<file path="config.mk">
export PLATFORM = sky130hd
export DESIGN_NAME = video_apf_output_flat
export DESIGN_NICKNAME = d
export VERILOG_FILES = /design/src/rtl/video_pkg.sv /design/src/rtl/video_if.sv /design/src/rtl/sync_pulse.sv /design/src/rtl/video_apf_output.sv /design/src/flat_wrapper.sv
export SDC_FILE = /design/constraint.sdc
export NUM_CORES = 1
export LEC_CHECK = 0
export ABC_AREA = 1
export CAP_MARGIN = 20
export CORE_MARGIN = 2
export CORE_UTILIZATION = 35
export CTS_CLUSTER_DIAMETER = 60
export CTS_CLUSTER_SIZE = 20
export DETAILED_ROUTE_END_ITERATION = 7
export PLACE_DENSITY = 0.57
export REMOVE_ABC_BUFFERS = 1
export SLEW_MARGIN = 25
export SYNTH_ARGS = -nofsm -noshare
export SYNTH_HDL_FRONTEND = slang
export SYNTH_HIERARCHICAL = 1
export SYNTH_SLANG_ARGS = --single-unit
</file>
<file path="constraint.sdc">
create_clock -name clk -period 1.8 [get_ports clk]
set_clock_uncertainty 0.2 [all_clocks]
set_input_delay 0.27 -clock clk [delete_from_list [all_inputs] [get_ports clk]]
set_output_delay 0.27 -clock clk [all_outputs]
set_load 0.05 [all_outputs]
</file>
<file path="src/rtl/video_pkg.sv">
// Shared types and constants for the APF video output path.
// Pure declarations: no logic, no latency, no backpressure.
package video_pkg;

  typedef logic [2:0] scaler_slot_t;

  typedef struct packed {
    logic [7:0] red;
    logic [7:0] green;
    logic [7:0] blue;
  } rgb_t;

  // Upper 21 bits of the end-of-line word; the slot fills the low 3 bits.
  localparam logic [20:0] EOL_ZERO_MSB = 21'd0;

  localparam int unsigned HS_VS_GAP_DEFAULT = 3;

  function automatic logic [23:0] pack_rgb(input logic [7:0] r, input logic [7:0] g,
                                           input logic [7:0] b);
    return {r, g, b};
  endfunction

endpackage

</file>
<file path="src/rtl/video_if.sv">
// Pixel stream between video stages: rgb, data enable and level syncs.
// Wires only: no latency, no backpressure.
interface video_if;
  import video_pkg::*;

  rgb_t rgb;
  logic de;
  logic hs;
  logic vs;

  modport source (output rgb, de, hs, vs);
  modport sink   (input  rgb, de, hs, vs);
endinterface

</file>
<file path="src/rtl/sync_pulse.sv">
// Normalises a sync to active-high and flags its asserting edge for one cycle.
// Pulse is combinational on the sample that asserts; no backpressure.
module sync_pulse #(
  parameter bit ACTIVE_HIGH = 1'b1
) (
  input  logic clk_i,
  input  logic reset_i,
  input  logic sync_i,
  output logic pulse_o
);

  logic lvl;
  logic lvl_q;

  assign lvl = sync_i ~^ ACTIVE_HIGH;

  always_ff @(posedge clk_i) begin
    if (reset_i) lvl_q <= 1'b0;
    else         lvl_q <= lvl;
  end

  assign pulse_o = lvl & ~lvl_q;

endmodule

</file>
<file path="src/rtl/video_apf_output.sv">
// APF scaler pin driver: registered RGB/DE, single-cycle HS/VS, EOL slot word, geometry stats.
// Latency 1 clk on every pin; free-running pixel stream, no backpressure.
module video_apf_output
  import video_pkg::*;
#(
  parameter bit          SYNC_ACTIVE_HIGH = 1'b1,
  parameter int unsigned HS_VS_GAP        = HS_VS_GAP_DEFAULT,
  parameter int unsigned PIX_W            = 12,
  parameter int unsigned LINE_W           = 11
) (
  input  logic              clk,
  input  logic              reset,
  video_if.sink             video_in,
  input  scaler_slot_t      scaler_slot,
  output logic [23:0]       video_rgb,
  output logic              video_de,
  output logic              video_hs,
  output logic              video_vs,
  output logic [PIX_W-1:0]  pixels_per_line,
  output logic [LINE_W-1:0] lines_per_frame,
  output logic              frame_done
);

  localparam int unsigned      GAP_W   = $clog2(HS_VS_GAP + 1) + 1;
  localparam logic [GAP_W-1:0] GAP_MAX = GAP_W'(HS_VS_GAP);

  logic hs_edge;
  logic vs_edge;

  sync_pulse #(.ACTIVE_HIGH(SYNC_ACTIVE_HIGH)) u_hs_pulse (
    .clk_i   (clk),
    .reset_i (reset),
    .sync_i  (video_in.hs),
    .pulse_o (hs_edge)
  );

  sync_pulse #(.ACTIVE_HIGH(SYNC_ACTIVE_HIGH)) u_vs_pulse (
    .clk_i   (clk),
    .reset_i (reset),
    .sync_i  (video_in.vs),
    .pulse_o (vs_edge)
  );

  logic              de_prev_q;
  scaler_slot_t      slot_q,    slot_d;
  logic [GAP_W-1:0]  gap_q,     gap_d;
  logic              hs_pend_q, hs_pend_d;
  logic              seen_vs_q, seen_vs_d;
  logic [PIX_W-1:0]  pix_q,     pix_d;
  logic [LINE_W-1:0] line_q,    line_d;

  logic [23:0]       rgb_q,  rgb_d;
  logic              de_q,   de_d;
  logic              hs_q,   hs_d;
  logic              vs_q,   vs_d;
  logic [PIX_W-1:0]  ppl_q,  ppl_d;
  logic [LINE_W-1:0] lpf_q,  lpf_d;
  logic              fd_q,   fd_d;

  logic              de;
  logic              de_fall;
  logic              hs_req;
  logic              gap_ok;
  logic              line_done;
  logic [PIX_W-1:0]  pix_inc;
  logic [LINE_W-1:0] line_inc;

  always_comb begin
    de        = video_in.de;
    de_fall   = ~de & de_prev_q;
    hs_req    = hs_edge | hs_pend_q;
    // A VS edge this cycle restarts the gap, so the stale counter must not release HS.
    gap_ok    = ~vs_edge & (gap_q >= GAP_MAX);
    pix_inc   = (&pix_q)  ? pix_q  : pix_q  + PIX_W'(1);
    line_inc  = (&line_q) ? line_q : line_q + LINE_W'(1);
    line_done = de_fall & seen_vs_q & (pix_q != '0);

    slot_d    = slot_q;
    gap_d     = gap_q;
    seen_vs_d = seen_vs_q | vs_edge;
    pix_d     = pix_q;
    line_d    = line_q;
    ppl_d     = ppl_q;
    lpf_d     = lpf_q;

    de_d      = de;
    vs_d      = vs_edge;
    hs_d      = hs_req & gap_ok;
    hs_pend_d = hs_req & ~gap_ok;
    fd_d      = vs_edge & seen_vs_q;

    if (de) begin
      rgb_d = pack_rgb(video_in.rgb.red, video_in.rgb.green, video_in.rgb.blue);
    end else if (de_prev_q) begin
      rgb_d = {EOL_ZERO_MSB, slot_q};
    end else begin
      rgb_d = 24'h0;
    end

    if (vs_edge) begin
      gap_d  = GAP_W'(1);
      slot_d = scaler_slot;
    end else if (gap_q < GAP_MAX) begin
      gap_d  = gap_q + GAP_W'(1);
    end

    // Pixels only accumulate once a VS has opened a measured frame.
    if (de_fall) begin
      pix_d = '0;
    end else if (de && (seen_vs_q || vs_edge)) begin
      pix_d = pix_inc;
    end

    if (line_done) ppl_d = pix_q;

    if (vs_edge) begin
      line_d = '0;
      if (seen_vs_q) lpf_d = line_done ? line_inc : line_q;
    end else if (line_done) begin
      line_d = line_inc;
    end
  end

  always_ff @(posedge clk) begin
    if (reset) begin
      de_prev_q <= 1'b0;
      slot_q    <= '0;
      gap_q     <= '0;
      hs_pend_q <= 1'b0;
      seen_vs_q <= 1'b0;
      pix_q     <= '0;
      line_q    <= '0;
      rgb_q     <= '0;
      de_q      <= 1'b0;
      hs_q      <= 1'b0;
      vs_q      <= 1'b0;
      ppl_q     <= '0;
      lpf_q     <= '0;
      fd_q      <= 1'b0;
    end else begin
      de_prev_q <= de;
      slot_q    <= slot_d;
      gap_q     <= gap_d;
      hs_pend_q <= hs_pend_d;
      seen_vs_q <= seen_vs_d;
      pix_q     <= pix_d;
      line_q    <= line_d;
      rgb_q     <= rgb_d;
      de_q      <= de_d;
      hs_q      <= hs_d;
      vs_q      <= vs_d;
      ppl_q     <= ppl_d;
      lpf_q     <= lpf_d;
      fd_q      <= fd_d;
    end
  end

  assign video_rgb       = rgb_q;
  assign video_de        = de_q;
  assign video_hs        = hs_q;
  assign video_vs        = vs_q;
  assign pixels_per_line = ppl_q;
  assign lines_per_frame = lpf_q;
  assign frame_done      = fd_q;

endmodule

</file>
<file path="src/flat_wrapper.sv">
// flat-port wrapper written by rule: the top's interface ports become plain ports
module video_apf_output_flat import video_pkg::*;
#(
  parameter bit          SYNC_ACTIVE_HIGH = 1'b1,
  parameter int unsigned HS_VS_GAP        = HS_VS_GAP_DEFAULT,
  parameter int unsigned PIX_W            = 12,
  parameter int unsigned LINE_W           = 11
)
  (clk, reset, scaler_slot, video_rgb, video_de, video_hs, video_vs, pixels_per_line, lines_per_frame, frame_done, video_in_rgb, video_in_de, video_in_hs, video_in_vs);
  video_if video_in_i ();
  input  logic clk;
  input  logic reset;
  input  scaler_slot_t scaler_slot;
  output logic [23:0] video_rgb;
  output logic video_de;
  output logic video_hs;
  output logic video_vs;
  output logic [PIX_W-1:0] pixels_per_line;
  output logic [LINE_W-1:0] lines_per_frame;
  output logic frame_done;
  input wire logic [$bits(video_in_i.rgb)-1:0] video_in_rgb;
  input wire logic [$bits(video_in_i.de)-1:0] video_in_de;
  input wire logic [$bits(video_in_i.hs)-1:0] video_in_hs;
  input wire logic [$bits(video_in_i.vs)-1:0] video_in_vs;
  assign video_in_i.rgb = video_in_rgb;
  assign video_in_i.de = video_in_de;
  assign video_in_i.hs = video_in_hs;
  assign video_in_i.vs = video_in_vs;
  video_apf_output #(.SYNC_ACTIVE_HIGH(SYNC_ACTIVE_HIGH), .HS_VS_GAP(HS_VS_GAP), .PIX_W(PIX_W), .LINE_W(LINE_W)) u_core (.clk(clk), .reset(reset), .video_in(video_in_i), .scaler_slot(scaler_slot), .video_rgb(video_rgb), .video_de(video_de), .video_hs(video_hs), .video_vs(video_vs), .pixels_per_line(pixels_per_line), .lines_per_frame(lines_per_frame), .frame_done(frame_done));
endmodule
</file>
### Word-level counts from Yosys, hierarchy flattened

Index checks and enable logic that the tools add are counted.

| word-level totals | value |
|---|---|
| register bits after elaboration | 84 |
| bits of input ports | 32 |
| output and inout bits | 51 |

| cells by class | value |
|---|---|
| add/sub/neg operators | 3 |
| $lt $le $gt $ge | 2 |
| multiplexer cells | 6 |
| bitwise operators | 17 |
| reductions and logical operators | 10 |

Operator list:

| kind | number |
|---|---|
| $mux 24 | 1 |
| $mux 11 | 2 |
| $add 12x1->12 const B | 1 |
| $reduce_and 12->1 | 1 |
| $reduce_bool 12->1 | 1 |
| $add 11x1->11 const B | 1 |
| $reduce_and 11->1 | 1 |
| $and 1x1->1 | 9 |
| $not 1->1 | 6 |
| $reduce_and 2->1 | 2 |
| $reduce_or 2->1 | 2 |
| $add 3x1->3 const B | 1 |
| $ge 3x2->1 const B | 1 |
| $lt 3x2->1 const B | 1 |
| $mux 3 | 1 |
| $mux 1 | 2 |
| $or 1x1->1 | 2 |
| $reduce_bool 2->1 | 1 |
| $logic_and 1x1->1 | 1 |
| $logic_or 1x1->1 | 1 |

### Logic depth before layout (Yosys ltp)

Gate-level depths: netlist of the first run.

| depth | value |
|---|---|
| depth in word-level cells | 6 |
| gate-level depth with buffers | 11 |

### By module

Netlist of the first run, hierarchy kept.

By module, submodules not included:

| module | instances | cells an instance | area each (µm²) | sequential area each (µm²) |
|---|---|---|---|---|
| video_apf_output | 1 | 457 | 3430.8 | 1641.6 |
| sync_pulse | 2 | 4 | 31.3 | 20.0 |

### Worst setup path before layout of the first run

No wires, ideal clock.

| timing | value |
|---|---|
| path type | register to register |
| from | register, netlist name u_core/video_de |
| to | register u_core.ppl_q[10] (netlist: u_core/pixels_per_line[10]) |
| data arrival time | 1.520 ns |
| data required time | 1.530 ns |
| setup slack | 0.010 ns |
| cell stages (with the launch flop) | 7 |
| path buffers | 1 |
| period minus slack after synthesis | 1.790 ns |
| cells stage by stage | dfxtp_1 nand2_1 nor2_1 a21boi_2 buf_2 o21ai_0 a21oi_1 |

RTL lines:

| item | line | RTL |
|---|---|---|
| end signal: assignment | video_apf_output.sv:152 | `ppl_q <= ppl_d;` |
| end: declaration | video_apf_output.sv:56 | `logic [PIX_W-1:0] ppl_q, ppl_d;` |

### Final worst setup path of the first run

| timing | value |
|---|---|
| from | register u_core.pix_q[1] |
| to | register u_core.lpf_q[0] (netlist: u_core/lines_per_frame[0]) |

| between the ends | value |
|---|---|
| word-level cells in the longest chain between the ends | 3 |

RTL lines:

| item | line | RTL |
|---|---|---|
| start: declaration | video_apf_output.sv:49 | `logic [PIX_W-1:0] pix_q, pix_d;` |
| start signal: assignment | video_apf_output.sv:146 | `pix_q <= pix_d;` |
| $reduce_bool 12->1 | video_apf_output.sv:76 | `line_done = de_fall & seen_vs_q & (pix_q != '0);` |
| $and 1x1->1 | video_apf_output.sv:76 |  |
| $mux 11 | video_apf_output.sv:118 | `if (seen_vs_q) lpf_d = line_done ? line_inc : line_q;` |
| end signal: assignment | video_apf_output.sv:153 | `lpf_q <= lpf_d;` |
| end: declaration | video_apf_output.sv:57 | `logic [LINE_W-1:0] lpf_q, lpf_d;` |

Every way passes these cells.
A chain may end at the register's enable or synchronous reset.

==> flow_summary.json, run 1 <==
{
  "cp-startpoint": "u_core/pix_q[1]",
  "drive_gt1_share_pct": 25.2,
  "final_min_period_over_clock_period_pct": 95.9,
  "timing.rr.end": "u_core/lines_per_frame[0]",
  "drt.antenna.violating_nets": 0,
  "setup-tns-final_ns": 0,
  "switchingPower_mw": 1.04,
  "num_antenna_cells": 0,
  "grt_pass1_vias": 3178,
  "vdd_ir_drop_max_mv": 0.454,
  "yosys.area_share.xor_xnor_pct": 2.01,
  "timing_max_transition_violations_final": 0,
  "design.final.nets": 624,
  "hold-path-cell-count": 3,
  "cts_inserted_buffers": 9,
  "top_usage_layer": "met2",
  "vias": 3234,
  "routabilityCongestion": 0.809,
  "power.sequential.fraction_pct": 47.6,
  "initial_utilization_pct": 35.9,
  "critical_path.slowest_cell": "dfxtp_1",
  "post_cts_hold_buffer_count": 0,
  "crit_end": "u_core/lines_per_frame[0]",
  "worstHoldPathType": "input port to flip-flop",
  "synth_flop_cell": "dfxtp_1",
  "intPower_mw": 3.05,
  "num_clock_sinks": 84,
  "sw_frac_of_total_pct": 25.4,
  "syn_to_final_growth_pct": 42.8,
  "cts_max_path_buffers": 2,
  "fmax_mhz": 579,
  "clock_tree.htree_level_count": 3,
  "globalRouteTotalUtil_pct": 16.4,
  "route.detailed.vias_per_inst": 4.47,
  "groute.layer.met3.usage_pct": 7.08,
  "status": "complete, no violations",
  "clock_tree_from_tritoncts": "done",
  "worstMarginPinSlew_ns": 0.498,
  "setup_violations": 0,
  "core_region_area_um2": 9730,
  "arrival_ns": 1.84,
  "critPathRequiredTime_ns": 1.91,
  "compound_gate_portion_of_the_synthesized_area_pct": 9.92,
  "wirelength_per_cell_um": 12.0,
  "synth.area.top_cells": "dfxtp_1 (48%), nand2_1 (10%), nor2_1 (8.0%), inv_1 (7.1%), a21oi_1 (4.4%)",
  "worst_setup_hold_path_clk_slew_ns": 0.09,
  "design.portCount": 83,
  "post_synthesis_mux_area_share_pct": 0,
  "pwr_density_cell_nw_per_um2": 819,
  "wirelength_routed_um": 8690,
  "ys.warnings.count": 6,
  "synthesis.area_um2": 3490,
  "pwr-share-comb_pct": 12.8,
  "final_period_minus_worst_setup_slack_ns": 1.73,
  "maxSlewHeadroom_pct": 66.8,
  "worst_r2r_path_depth": 10,
  "fp-row-count": 36,
  "drcViolationCount": 0,
  "number_of_antenna_violations_at_the_first_check_in_global_routing": 0,
  "detailed_placement_hpwl_um": 6060,
  "synth_seq_area_share_pct": 48.1,
  "dominant_combinational_cell_family_by_area_after_synthesis": "simple AND/OR/NAND/NOR gates",
  "synthSimpleGateAreaFrac_pct": 28.4,
  "worst-setup-path-type": "flip-flop to flip-flop",
  "clkLatencyLatePin_ns": 0.36,
  "worst-path-max-fanout": 8,
  "cts-root-buf": "clkbuf_8",
  "grt_overflow": 0,
  "path_cells": "inv_1, ha_2, nand3_2, nor2_4, a21boi_4, clkbuf_16, nand2_1, nand3_2, nand2_1, inv_1",
  "power_mw": 4.09,
  "power.leakage_nw": 2.31,
  "worst-r2r-setup-slack_ns": 0.07,
  "dr.first_iter.drc_count": 107,
  "die-area_um2": 10800,
  "global_route.usage.met2_pct": 24.4,
  "yosys.cell_types.count": 31,
  "synth_area_per_cell_um2": 7.51,
  "netlist_instances": 465,
  "synth_fa_ha_area_share_pct": 1.79,
  "ys_async_sr_fraction_pct": 0,
  "timing.max_cap.violations": 0,
  "timing.rr.start": "u_core/pix_q[1]",
  "leading_area_contributor_after_synthesis": "dfxtp_1",
  "post_synth_edffs": 0,
  "yosys_register_bits": 84,
  "die_width_um": 104,
  "dr.pass1.iters": 4,
  "filler_cell_count": 983,
  "die_h_um": 104,
  "power_frac_clock_pct": 39.6,
  "report.final.hold_viol_count": 0,
  "endpoint_kind": "flip-flop",
  "io_buffer_count": 82,
  "synth_largest_type_area_fraction_pct": 48.1,
  "critical-path-max-stage-delay_ns": 0.36,
  "grt_first_pass_wirelength_um": 14200,
  "grt.met1_usage_pct": 20.7,
  "timing.critical_path.from_type": "flip-flop",
  "grt_max_degree": 33
}
-- stage by stage --
| stage | hold slack, ns | setup WS [ns] | cells | utilization, % | instance area, um^2 |
|---|---|---|---|---|---|
| finish | 0.216 | 0.0734 | 724 | 51.3 | 4990 |
| global route | 0.202 | -0.0258 | 724 | 51.3 | 4990 |
| CTS | 0.195 | 0.0141 | 721 | 50.0 | 4870 |
| detailed placement | 0.253 | -0.181 | 706 | 47.6 | 4630 |
| global placement | 0.246 | -0.150 | 706 | 47.6 | 4630 |
| floorplan | 0.139 | -0.391 | 451 | - | 3420 |
-- what timing repair did --
| item | 4_1_cts | 5_1_grt |
|---|---|---|
| endpoints found under the setup margin | 0 | 43 |
| setup buffers | 0 | 1 |
| gates resized for setup | 0 | 19 |
-- synthesized netlist by cell type, types with 2 or more instances --
library cell,n
dfxtp_1,84
a21oi_1,31
or2_2,2
inv_1,66
buf_2,4
clkbuf_1,6
nand3_1,31
buf_1,2
nor2_1,74
nor3_1,2
nand4_1,7
nand2_2,2
a21oi_2,7
nor2_4,3
nor3_2,2
nand2_1,94
nand3b_1,2
ha_1,5
o21ai_1,2
xor2_1,7
nand2_4,2
inv_2,5
nand3_2,2
o21ai_0,14
a32o_1,3
-- power by group through the flow --
| stage | Combinational (mW) | Sequential (mW) | Clock, mW |
|---|---|---|---|
| 4_1_cts | 0.516 | 1.95 | 1.67 |
| 5_1_grt | 0.571 | 1.95 | 1.74 |
| 3_5_place_dp | 0.515 | 1.99 | 0 |
| 2_1_floorplan | 0.137 | 2.13 | 0 |
| 3_3_place_gp | 0.510 | 1.99 | 0 |
| 6_report | 0.524 | 1.95 | 1.62 |
-- cell families (layout without fill, tap and decap cells) --
| family | Yosys count | after routing |
|---|---|---|
| AOI/OAI and AO/OA | 59 | 59 |
| xor gates and xnor gates | 8 | 8 |
| adders and majority gates | 5 | 5 |
| buffers and inverters | 85 | 211 |
| DFF | 84 | 84 |
| and+or+nand+nor | 224 | 224 |
-- state kept, by name, summed over array words and instances (netlist names) --
register,count
u_core/video_de,1
u_core/video_rgb,24
u_core/seen_vs_q,1
u_core/frame_done,1
u_core/video_hs,1
u_core/video_vs,1
u_core/lines_per_frame,11
u_core/gap_q,3
u_core/pix_q,12
u_core/u_vs_pulse/lvl_q,1
u_core/hs_pend_q,1
u_core/pixels_per_line,12
u_core/slot_q,3
u_core/line_q,11
u_core/u_hs_pulse/lvl_q,1
-- cells in the final DEF, fill, tap and decap left out, types with 3 or more instances in the layout --
cell type        instances
clkbuf_8                 9
xor2_1                   7
o21ai_1                  3
nor2_4                   4
nand3_2                  3
inv_1                   65
buf_12                   4
a21oi_1                 31
inv_2                    6
buf_4                   88
o21ai_0                 13
a21oi_2                  7
bufinv_16                3
nand4_1                  7
nor2_1                  72
dfxtp_1                 81
ha_1                     3
a32o_1                   3
nand2_1                 91
nand2_2                  5
clkdlybuf4s50_1         31
nand3_1                 29
-- how the worst min path moves through the flow --
| stage | slack [ns] | to | startpoint |
|---|---|---|---|
| floorplan | 0.14 | u_core/gap_q[0] | reset |
| global placement | 0.25 | u_core/slot_q[1] | u_core/slot_q[1] |
| detailed placement | 0.25 | u_core/slot_q[1] | u_core/slot_q[1] |
| CTS | 0.19 | u_core/video_rgb[6] | video_in_rgb[6] |
| global route | 0.20 | u_core/video_rgb[8] | video_in_rgb[8] |
| finish | 0.22 | u_core/video_rgb[20] | video_in_rgb[20] |
-- final cells by class --
type	count	area, um^2	share of cell area (%)
timing repair buffer	125	1100	22.1
multi-input combinational	296	1530	30.7
clock buffer	9	124	2.48
tap	133	166	3.34
sequential	84	1690	33.8
clock inverter	6	113	2.26
inverter	71	267	5.34
-- layer usage --
layer / part of all wire (%) / wire length (um)
met5: 0 / 0
met4: 1.4 / 125
met3: 8.5 / 740
met2: 44 / 3790
met1: 46 / 4040
-- worst max-delay path, delay by kind of cell (launching register included) --
family | cells | cell delay, ns
simple gates | 5 | 0.32
compound gates | 1 | 0.29
buf+inv | 3 | 0.33
fa+ha+maj | 1 | 0.17
flops | 1 | 0.36
(Power assumes the default switching activity.)
==> inputs of run 2 (changes only) <==
--- a/config.mk
+++ b/config.mk
@@ -7,7 +7,7 @@
 export LEC_CHECK = 0
 export ABC_AREA = 1
 export CAP_MARGIN = 20
-export CORE_MARGIN = 2
+export CORE_MARGIN = 10
 export CORE_UTILIZATION = 35
 export CTS_CLUSTER_DIAMETER = 60
 export CTS_CLUSTER_SIZE = 20
==> run 2 against run 1 <==
  * Worst hold slack improved by 0.015 ns
  * Worst setup slack got worse by 0.022 ns
  * Critical path depth unchanged
  * Routed wire length increased by 6.1%
==> flow_summary.json, run 2 (synthesized netlist as in run 1, its figures left out) <==
{
  "dr.first_iter.drc_count": 99,
  "top_usage_layer": "met2",
  "core_region_area_um2": 9730,
  "power_mw": 3.93,
  "cts_max_path_buffers": 2,
  "die_width_um": 120,
  "final_design_area_no_fill_um2": 4970,
  "final_min_period_over_clock_period_pct": 97.1,
  "cts-root-buf": "clkbuf_8",
  "global_route.usage.met2_pct": 18.5,
  "top_library_cells_by_usage_in_the_layout_fill_and_taps_aside": "nand2_1 (92), buf_4 (91), dfxtp_1 (81)",
  "wirelength_per_cell_um": 12.7,
  "fp-row-count": 36,
  "dr.pass1.iters": 4,
  "worst-setup-path-type": "flip-flop to flip-flop",
  "clock_tree_from_tritoncts": "done",
  "route.detailed.vias_per_inst": 4.48,
  "timing_max_transition_violations_final": 0,
  "die-area_um2": 14400,
  "largest_reg_flops": 24,
  "vdd_ir_drop_max_mv": 0.411,
  "worstMarginPinSlew_ns": 0.500,
  "groute.layer.met3.usage_pct": 8.20,
  "placement.setup.worst_slack_ns": -0.226,
  "die_h_um": 120,
  "fmax_mhz": 572,
  "worst_setup_hold_path_clk_slew_ns": 0.08,
  "critPathRequiredTime_ns": 1.82,
  "number_of_antenna_violations_at_the_first_check_in_global_routing": 0,
  "worstHoldPathType": "input port to flip-flop",
  "routabilityCongestion": 0.804,
  "grt_pass1_vias": 3203,
  "drcViolationCount": 0,
  "mostFrequentLayoutCell": "nand2_1",
  "wirelength_routed_um": 9230,
  "vias": 3259,
  "drt.antenna.violating_nets": 0,
  "setup_violations": 0,
  "setup-tns-final_ns": 0,
  "timing.final.ws_setup_ns": 0.0519,
  "grt_first_pass_wirelength_um": 14800,
  "cts_inserted_buffers": 9,
  "final_period_minus_worst_setup_slack_ns": 1.75,
  "design.final.nets": 628,
  "num_antenna_cells": 0,
  "drive_gt1_share_pct": 25.2,
  "io_buffer_count": 82,
  "status": "complete, no violations",
  "globalRouteTotalUtil_pct": 12.5,
  "timing.max_cap.violations": 0,
  "pwr_density_cell_nw_per_um2": 791,
  "arrival_ns": 1.76,
  "detailed_placement_hpwl_um": 6730,
  "clkLatencyLatePin_ns": 0.35,
  "report.final.hold_viol_count": 0,
  "worst-path-max-fanout": 4,
  "initial_utilization_pct": 35.9,
  "grt_overflow": 0,
  "post_cts_hold_buffer_count": 0,
  "clock_tree.htree_level_count": 3,
  "timing.critical_path.from_type": "flip-flop",
  "maxSlewHeadroom_pct": 66.6,
  "design.portCount": 83,
  "detailed_place.area_um2": 4620,
  "syn_to_final_growth_pct": 42.4,
  "grt.met1_usage_pct": 14.4,
  "grt_max_degree": 31,
  "num_clock_sinks": 84,
  "endpoint_kind": "flip-flop",
  "power.leakage_nw": 2.32
}
[run 2: path summary, 6_finish.rpt]
path,slack [ns],from,depth (start not counted),endpoint
worst max-delay path,0.05,u_core/pix_q[1],10,u_core/pix_q[2]
worst max register to register,0.05,u_core/pix_q[1],10,u_core/pix_q[2]
worst min-delay path,0.23,video_in_rgb[23],3,u_core/video_rgb[23]
worst min register to register,0.27,u_core/slot_q[0],2,u_core/slot_q[0]
[run 2: cell type report]
cell class / count / area, um^2
Multi-Input combinational cell: 296 / 1530
Tap cell: 133 / 166
Timing Repair Buffer: 129 / 1120
Fill cell: 999 / 4760
Inverter: 71 / 267
Clock inverter: 4 / 73.8
Clock buffer: 11 / 131
Sequential cell: 84 / 1690
[run 2: where the power goes]
| part | switching [mW] | total, mW | internal (mW) |
|---|---|---|---|
| Clock | 0.676 | 1.46 | 0.779 |
| Combinational | 0.316 | 0.531 | 0.215 |
| Sequential | 0.0293 | 1.95 | 1.92 |
| Total | 1.02 | 3.93 | 2.91 |
[run 2: worst max-delay path, cell delays in order, from the launching register on]
cell and delay, ns:
dfxtp_2 0.38, ha_4 0.15, nand2_2 0.06, inv_2 0.07
nand2_4 0.06, nor2_4 0.14, nand3_4 0.14, buf_6 0.14
buf_4 0.14, nand3_1 0.06, a21oi_1 0.06
[run 2: per-layer routing]
layer / routed length [um] / share of wire, % / vias up
met5: 0 / 0 / -
met4: 111 / 1.2 / 0
met3: 1230 / 13 / 9
met2: 3770 / 41 / 91
met1: 4110 / 45 / 1460
li1: - / - / 1699
[run 2: timing repair]
item | 4_1_cts | 5_1_grt
endpoints found under the setup margin | 2 | 40
hold endpoints to repair | 0 | 0
pin swaps | 0 | 7
resized for setup | 1 | 20
cloned | 0 | 1
buffers inserted | 0 | 8
[run 2: through the flow]
step | instances | hold WS [ns] | utilization, %
2_1_floorplan | 451 | 0.139 | -
3_3_place_gp | 704 | 0.240 | 47.4
3_5_place_dp | 704 | 0.258 | 47.4
4_1_cts | 719 | 0.211 | 49.6
5_1_grt | 728 | 0.227 | 51.1
6_report | 728 | 0.231 | 51.1
